--- config.mk ---
export PLATFORM = sky130hd
export DESIGN_NAME = tx_byte_sequencer
export DESIGN_NICKNAME = d
export VERILOG_FILES = /design/src/rtl/tx_byte_sequencer.sv
export SDC_FILE = /design/constraint.sdc
export NUM_CORES = 1
export LEC_CHECK = 0
export CAP_MARGIN = 20
export CORE_UTILIZATION = 51
export CTS_BUF_LIST = sky130_fd_sc_hd__clkbuf_8
export DETAILED_ROUTE_END_ITERATION = 7
export PLACE_DENSITY = 0.86
export SETUP_SLACK_MARGIN = 0.4
export SLEW_MARGIN = 20
export SYNTH_ARGS = -nofsm -noshare
export SYNTH_HDL_FRONTEND = slang
export SYNTH_SLANG_ARGS = --single-unit
--- constraint.sdc ---
create_clock -name clk_i -period 3.3 [get_ports clk_i]
set_clock_uncertainty 0.15 [all_clocks]
set_input_delay 0.825 -clock clk_i [delete_from_list [all_inputs] [get_ports clk_i]]
set_output_delay 0.825 -clock clk_i [all_outputs]
set_load 0.02 [all_outputs]
--- src/rtl/tx_byte_sequencer.sv ---
// Sequencer for an MSB-first parallel-to-serial shift register on the USB TX path.
// It holds one byte in a buffer and produces the load and shift strobes so bytes chain back-to-back.
module tx_byte_sequencer #(
  parameter int CLKS_PER_BIT = 8,
  parameter int NUM_BITS     = 8
) (
  input  logic                clk_i,
  input  logic                rst_i,
  input  logic                byte_valid_i,
  input  logic [NUM_BITS-1:0] byte_data_i,
  input  logic                abort_i,
  output logic                byte_ready_o,
  output logic                load_enable_o,
  output logic                shift_enable_o,
  output logic [NUM_BITS-1:0] parallel_out_o,
  output logic                busy_o,
  output logic                byte_done_o
);

  localparam int TMR_W = (CLKS_PER_BIT > 1) ? $clog2(CLKS_PER_BIT) : 1;
  localparam int BIT_W = (NUM_BITS > 1) ? $clog2(NUM_BITS) : 1;
  localparam logic [TMR_W-1:0] TMR_LAST = TMR_W'(CLKS_PER_BIT - 1);
  localparam logic [BIT_W-1:0] BIT_LAST = BIT_W'(NUM_BITS - 1);

  typedef enum logic [1:0] {
    IDLE,
    LOAD,
    SHIFT
  } state_t;

  state_t              state_q, state_d;
  logic                hold_full_q, hold_full_d;
  logic [NUM_BITS-1:0] hold_data_q, hold_data_d;
  logic [TMR_W-1:0]    tmr_q, tmr_d;
  logic [BIT_W-1:0]    bit_cnt_q, bit_cnt_d;
  logic                accept;

  always_ff @(posedge clk_i) begin
    if (rst_i) begin
      state_q     <= IDLE;
      hold_full_q <= 1'b0;
      hold_data_q <= '0;
      tmr_q       <= '0;
      bit_cnt_q   <= '0;
    end else begin
      state_q     <= state_d;
      hold_full_q <= hold_full_d;
      hold_data_q <= hold_data_d;
      tmr_q       <= tmr_d;
      bit_cnt_q   <= bit_cnt_d;
    end
  end

  // Accept only depends on registered buffer state, so ready never combinationally follows valid.
  assign accept = byte_valid_i & ~hold_full_q;

  always_comb begin
    state_d        = state_q;
    hold_full_d    = hold_full_q;
    hold_data_d    = hold_data_q;
    tmr_d          = tmr_q;
    bit_cnt_d      = bit_cnt_q;
    load_enable_o  = 1'b0;
    shift_enable_o = 1'b0;
    byte_done_o    = 1'b0;

    case (state_q)
      IDLE: begin
        if (hold_full_q) state_d = LOAD;
      end
      LOAD: begin
        load_enable_o = 1'b1;
        hold_full_d   = 1'b0;
        tmr_d         = '0;
        bit_cnt_d     = '0;
        state_d       = SHIFT;
      end
      SHIFT: begin
        tmr_d = tmr_q + TMR_W'(1);
        if (tmr_q == TMR_LAST) begin
          tmr_d = '0;
          if (bit_cnt_q < BIT_LAST) begin
            shift_enable_o = 1'b1;
            bit_cnt_d      = bit_cnt_q + BIT_W'(1);
          end else begin
            // Last bit period: reload straight from the buffer to avoid an idle gap.
            byte_done_o = 1'b1;
            bit_cnt_d   = '0;
            if (hold_full_q) begin
              load_enable_o = 1'b1;
              hold_full_d   = 1'b0;
            end else begin
              state_d = IDLE;
            end
          end
        end
      end
      default: state_d = IDLE;
    endcase

    // A load only happens with the buffer full and accept only with it empty, so these never collide.
    if (accept) begin
      hold_full_d = 1'b1;
      hold_data_d = byte_data_i;
    end

    if (abort_i) begin
      state_d        = IDLE;
      hold_full_d    = 1'b0;
      hold_data_d    = hold_data_q;
      tmr_d          = '0;
      bit_cnt_d      = '0;
      load_enable_o  = 1'b0;
      shift_enable_o = 1'b0;
      byte_done_o    = 1'b0;
    end
  end

  assign byte_ready_o   = ~hold_full_q;
  assign busy_o         = (state_q != IDLE);
  assign parallel_out_o = hold_data_q;

endmodule
==> results_dict.tcl, run 1 <==
set metrics [dict create \
    peakVddDrop_v 0.0002616 \
    combPwrFrac_pct 13.6 \
    synth_cells 90 \
    mostFrequentLayoutCells "clkdlybuf4s50_1 (21), dfxtp_1 (17), nor2_1 (13), mux2i_1 (10), a21oi_1 (7)" \
    maxCapViolCount 0 \
    cts_made_buffers 3 \
    switching_share_pct 23.40 \
    cts_hold_buf 0 \
    synth_cell_types 26 \
    rsz0062_at_grt "false" \
    cts_tree "yes" \
    power.leakage_nw 0.4404 \
    fmax_mhz 357.9 \
    p_sw_mw 0.09938 \
    fin_util_pct 73.81 \
    drt_iter0_drc 8 \
    grt_util_met1_pct 25.87 \
    fin_crit_sh_pct 84.67 \
    yosys_warnings 0 \
    clkSinkCount 17 \
    synth_edf_count 0 \
    routedWlPerCell_um 13.10 \
    clkTransAtPathRegs_ns 0.06 \
    fp.dieW_um 42.51 \
    ant_nets 0 \
    dieArea_um2 1807 \
    layout-drive-gt1-share_pct 6.897 \
    firstDrtPassIters 4 \
    gp_congestion 0.8178 \
    overflow 0 \
    htreeDepth 1 \
    fin_crit_ns 2.794 \
    vias_per_cell 5.455 \
    setup_viol 0 \
    power_mw 0.4247 \
    synthTopCellsByArea "dfxtp_1 (41%), mux2i_1 (12%), ha_1 (9.0%), nor2_1 (5.8%), nand2b_1 (4.5%)" \
    syn2layout_area_growth_pct 34.38 \
    io_buffers 24 \
    final_max_slew_viol_count 0 \
    grt_max_degree 12 \
    synth_top_area_cell "dfxtp_1" \
    grt_pass1_wl_um 2939 \
    syn_area_per_cell_um2 9.301 \
    die_y_um 42.51 \
    power_frac_seq_pct 50.6 \
    final_common_cell "clkdlybuf4s50_1" \
    clockPowerShare_pct 35.8 \
    grt.busiest_layer "met2" \
    place_hpwl_um 1326 \
    syn_area_um2 837.1 \
    syn_nets 108 \
    end_kind "primary output" \
    drcViolationCount 0 \
    clk_latency_ns 0.26 \
    vias 720 \
    use_met2_pct 37.23 \
    critical_path_class "input pin to primary output" \
    hp-class "flop to flop" \
    status "complete, no violations" \
    yosysSeqAreaShare_pct 40.66 \
    core.rowCount 14 \
    routed_wl_um 1729 \
    crit_required_ns 2.32 \
    cts_root_buf "clkbuf_8" \
    core_um2 1524 \
    fin_nets 135 \
    io_pins 25 \
    worstPathArrival_ns 1.82 \
    fin_setup_tns_ns 0 \
    ys_ff_latch 17 \
    grt_antenna_before_repair 0 \
    synth_flop_cell "dfxtp_1" \
    clock_tree.buffer_depth 2 \
    initial_core_util_pct 54.93 \
    grt_pass1_vias 700 \
    use_met3_pct 6.466 \
    synthArstFlopShare_pct 0 \
    grt_usage_pct 22.10 \
    worst_slew_pin_slew_ns 0.3263 \
    synth_top_area_share_pct 40.66 \
    slew-limit-headroom_pct 78.18 \
    crit_path_start_kind "input pin" \
    cp_max_fo 4 \
    power.density_nw_per_um2 377.6 \
    hold_viol 0 \
    antenna_cells 0 \
    p_int_mw 0.3253 \
]
flip-flops by register name, indices dropped and copies added (netlist names):
register and cells:
parallel_out_o 8, bit_cnt_q 3, tmr_q 3, state_q 2, hold_full_q 1
cells in the mapped netlist (2+ instances only):
| library cell | number |
|---|---|
| nand2b_1 | 6 |
| nand4_1 | 2 |
| inv_1 | 4 |
| mux2i_1 | 10 |
| buf_2 | 2 |
| a21oi_1 | 7 |
| dfxtp_1 | 17 |
| nor2_1 | 13 |
| ha_1 | 6 |
| nor3b_1 | 2 |
| nand3_1 | 4 |
| nand2_1 | 3 |
critical path, cell delays in order:
cell	delay, ns
clkdlybuf4s50_1	0.45
nor3_1	0.18
dlygate4sd2_1	0.36
cells by family (layout without fill, tap and decap cells):
| family | count (synthesis) | in the layout | share of synthesized area, % |
|---|---|---|---|
| AND/OR/NAND/NOR | 35 | 35 | 21.97 |
| multiplexers | 11 | 11 | 13.30 |
| buffers and inverters | 8 | 34 | 4.782 |
| AO/OA/AOI/OAI | 13 | 13 | 10.31 |
| adder cells (fa/ha/maj) | 6 | 6 | 8.968 |
| flip-flops | 17 | 17 | 40.66 |
per-layer routing:
layer	part of all wire (%)	wire (µm)	vias up
met2	49	845	17
met4	1.6	27	0
met5	0	0	-
met1	46	787	329
met3	3.9	68	4
li1	-	-	370
metrics by stage:
step           hold slack [ns]  instance area, µm²  instances  setup slack [ns]
4_1_cts                 0.3320                1129        132            0.4357
3_5_place_dp            0.3188                1087        128            0.1516
6_report                0.3283                1125        132            0.5059
3_3_place_gp            0.3081                1087        128            0.1667
2_1_floorplan           0.3000               837.1         90            0.8457
5_1_grt                 0.3570                1125        132            0.4782
final timing paths:
check | cells past startpoint | slack (ns) | endpoint | start
max reg2reg | 7 | 1.44 | state_q[1]$_SDFFE_PP0P_ | state_q[0]$_SDFFE_PP0P_
max | 3 | 0.51 | shift_enable_o | abort_i
min reg2reg | 2 | 0.33 | tmr_q[1]$_SDFFE_PP0N_ | tmr_q[1]$_SDFFE_PP0N_
min | 2 | 0.33 | tmr_q[1]$_SDFFE_PP0N_ | tmr_q[1]$_SDFFE_PP0N_
power by group through the flow:
stage | registers (mW) | logic [mW] | clock network, mW
after floorplan | 0.224 | 0.0238 | 0
after global placement | 0.219 | 0.0566 | 0
after detailed placement | 0.219 | 0.0578 | 0
after CTS | 0.215 | 0.0583 | 0.155
after global routing | 0.215 | 0.0622 | 0.163
final | 0.215 | 0.0578 | 0.152
final cells by class:
| cell class | instances | area (µm²) |
|---|---|---|
| Clock buffer | 3 | 41.29 |
| Clock inverter | 1 | 3.754 |
| Fill cell | 110 | 399.1 |
| Inverter | 4 | 15.01 |
| Multi-Input combinational cell | 65 | 456.7 |
| Sequential cell | 17 | 340.3 |
| Tap cell | 16 | 20.02 |
| Timing Repair Buffer | 26 | 247.7 |
repair_timing:
| item | CTS | global route |
|---|---|---|
| endpoints found under the setup margin | 3 | 1 |
| setup buffers | 0 | 0 |
| resized for setup | 3 | 3 |
Note: power is estimated with default switching activity, not from simulation.
==> inputs of run 2 (changes only) <==
CORE_UTILIZATION = 43   (was 51)
PLACE_DENSITY = 0.77   (was 0.86)
clock period = 2.54 ns   (was 3.3 ns; I/O delays follow)
==> results_dict.tcl, run 2 (same netlist as run 1, synthesis figures left out) <==
set metrics [dict create \
    hold_viol 0 \
    multi_input_area_um2 511.7 \
    slew-limit-headroom_pct 80.11 \
    cts_tree "yes" \
    clockPowerShare_pct 35.9 \
    power.leakage_nw 0.4502 \
    peakVddDrop_v 0.0003599 \
    drt_iter0_drc 12 \
    p_sw_mw 0.1293 \
    holdPathStages 2 \
    crit_required_ns 1.75 \
    cpMostUsedCell "ha_4" \
    path_cells "ha_4 > ha_4 > a41oi_2 > nor3b_2 > buf_4" \
    r2r_start "tmr_q[0]$_SDFFE_PP0N_" \
    io_pins 25 \
    final_max_slew_viol_count 0 \
    slowest_stage "dfxtp_2" \
    hp-start "tmr_q[1]$_SDFFE_PP0N_" \
    clkSinkCount 17 \
    firstDrtPassIters 4 \
    power.density_nw_per_um2 452.8 \
    power_frac_seq_pct 50.2 \
    grt_usage_pct 19.63 \
    fin_util_pct 68.49 \
    end_kind "primary output" \
    routed_wl_um 1844 \
    cp_max_fo 4 \
    cts_made_buffers 3 \
    fmax_mhz 459.6 \
    routedWlPerCell_um 12.81 \
    clock_tree.buffer_depth 2 \
    clkTransAtPathRegs_ns 0.07 \
    status "complete, no violations" \
    grt_antenna_before_repair 0 \
    largest_register_ffs 8 \
    rsz0062_at_grt "true" \
    register_area_um2 347.8 \
    rr_worst_depth 7 \
    layout-drive-gt1-share_pct 21.01 \
    hold_path_end "tmr_q[1]$_SDFFE_PP0N_" \
    final_common_cell "clkdlybuf4s50_1" \
    fin_nets 138 \
    core_um2 1783 \
    grt_max_degree 11 \
    place_hpwl_um 1414 \
    final_cells 144 \
    io_buffers 24 \
    antenna_cells 0 \
    syn2layout_area_growth_pct 45.89 \
    gp_congestion 0.7590 \
    mostFrequentLayoutCells "clkdlybuf4s50_1 (18), nor2_1 (13), dfxtp_1 (13), mux2i_1 (10)" \
    switching_share_pct 23.39 \
    hp-class "flop to flop" \
    overflow 0 \
    maxCapViolCount 0 \
    vias_per_cell 5.229 \
    initial_core_util_pct 46.95 \
    critical_path_class "flop to primary output" \
    die_y_um 46.12 \
    crit_path_start_kind "flop" \
    core.rowCount 15 \
    drcViolationCount 0 \
    fp.dieW_um 46.12 \
    cpPeakStageDelay_ns 0.36 \
    worst_slew_pin_slew_ns 0.2976 \
    grt_pass1_wl_um 2973 \
    fin_crit_ns 2.176 \
    r2r_end "bit_cnt_q[2]$_SDFFE_PP0P_" \
    worstPathArrival_ns 1.39 \
    fin_crit_sh_pct 85.66 \
    clk_latency_ns 0.25 \
    htreeDepth 1 \
    fillerInstances 153 \
    vias 753 \
    p_int_mw 0.4236 \
    grt_pass1_vias 690 \
    dpl.cell_count 139 \
    r2r_slack_ns 0.77 \
    combPwrFrac_pct 13.8 \
    setup_viol 0 \
    ant_nets 0 \
    fin_setup_tns_ns 0 \
    cts_root_buf "clkbuf_8" \
    dieArea_um2 2127 \
    power_mw 0.5529 \
]
[run 2: how the worst max path moves through the flow]
stage	startpoint	endpoint	slack, ns
2_1_floorplan	state_q[0]$_SDFFE_PP0P_	shift_enable_o	0.44
3_3_place_gp	abort_i	shift_enable_o	-0.16
3_5_place_dp	abort_i	load_enable_o	-0.21
4_1_cts	tmr_q[0]$_SDFFE_PP0N_	load_enable_o	0.29
5_1_grt	tmr_q[1]$_SDFFE_PP0N_	load_enable_o	0.32
6_report	tmr_q[1]$_SDFFE_PP0N_	load_enable_o	0.36
[run 2: critical path, delay by kind of cell, from the launching register on]
family                     cells  cell delay [ns]
DFF                            1             0.36
adders and majority gates      2             0.28
and+or+nand+nor                1             0.22
AOI/OAI and AO/OA              1             0.11
buffers and inverters          1             0.17
[run 2: final cells by class]
| type | count | share of cell area (%) |
|---|---|---|
| multi-input cells | 65 | 41.91 |
| well taps | 25 | 2.561 |
| inverters | 4 | 1.230 |
| flip-flops and latches | 17 | 28.48 |
| clock buffers | 3 | 3.381 |
| clock inverters | 1 | 0.4098 |
| repair buffers | 29 | 22.03 |
[run 2: repair_timing]
action                                 in CTS  in global routing
hold buffers                                0                  0
pin swaps                                   0                  3
setup buffers                               0                  1
gates cloned                                0                  0
resized for setup                          20                 13
setup endpoints to repair                   4                  5
endpoints found under the hold margin       0                  0
[run 2: power groups by stage]
stage          Combinational, mW  Clock (mW)  Sequential [mW]
3_5_place_dp              0.0773           0            0.285
2_1_floorplan             0.0311           0            0.292
3_3_place_gp              0.0756           0            0.284
4_1_cts                   0.0765       0.205            0.279
5_1_grt                   0.0828       0.217            0.279
6_report                  0.0764       0.199            0.278
[run 2: per-layer routing]
layer | up-vias | GRT usage (%) | routed length, µm
li1 | 369 | - | -
met1 | 363 | 22.52 | 784
met2 | 19 | 35.77 | 955
met3 | 2 | 5.882 | 82
met4 | 0 | 3.529 | 21
met5 | - | 0 | 0
[run 2: through the flow]
stage	setup slack, ns	instance area, µm²	hold WS, ns
after floorplan	0.4429	842.1	0.3000
after global placement	-0.1574	1119	0.3090
after detailed placement	-0.2148	1119	0.3195
after CTS	0.2853	1166	0.3335
after global routing	0.3246	1221	0.3796
final	0.3642	1221	0.3458
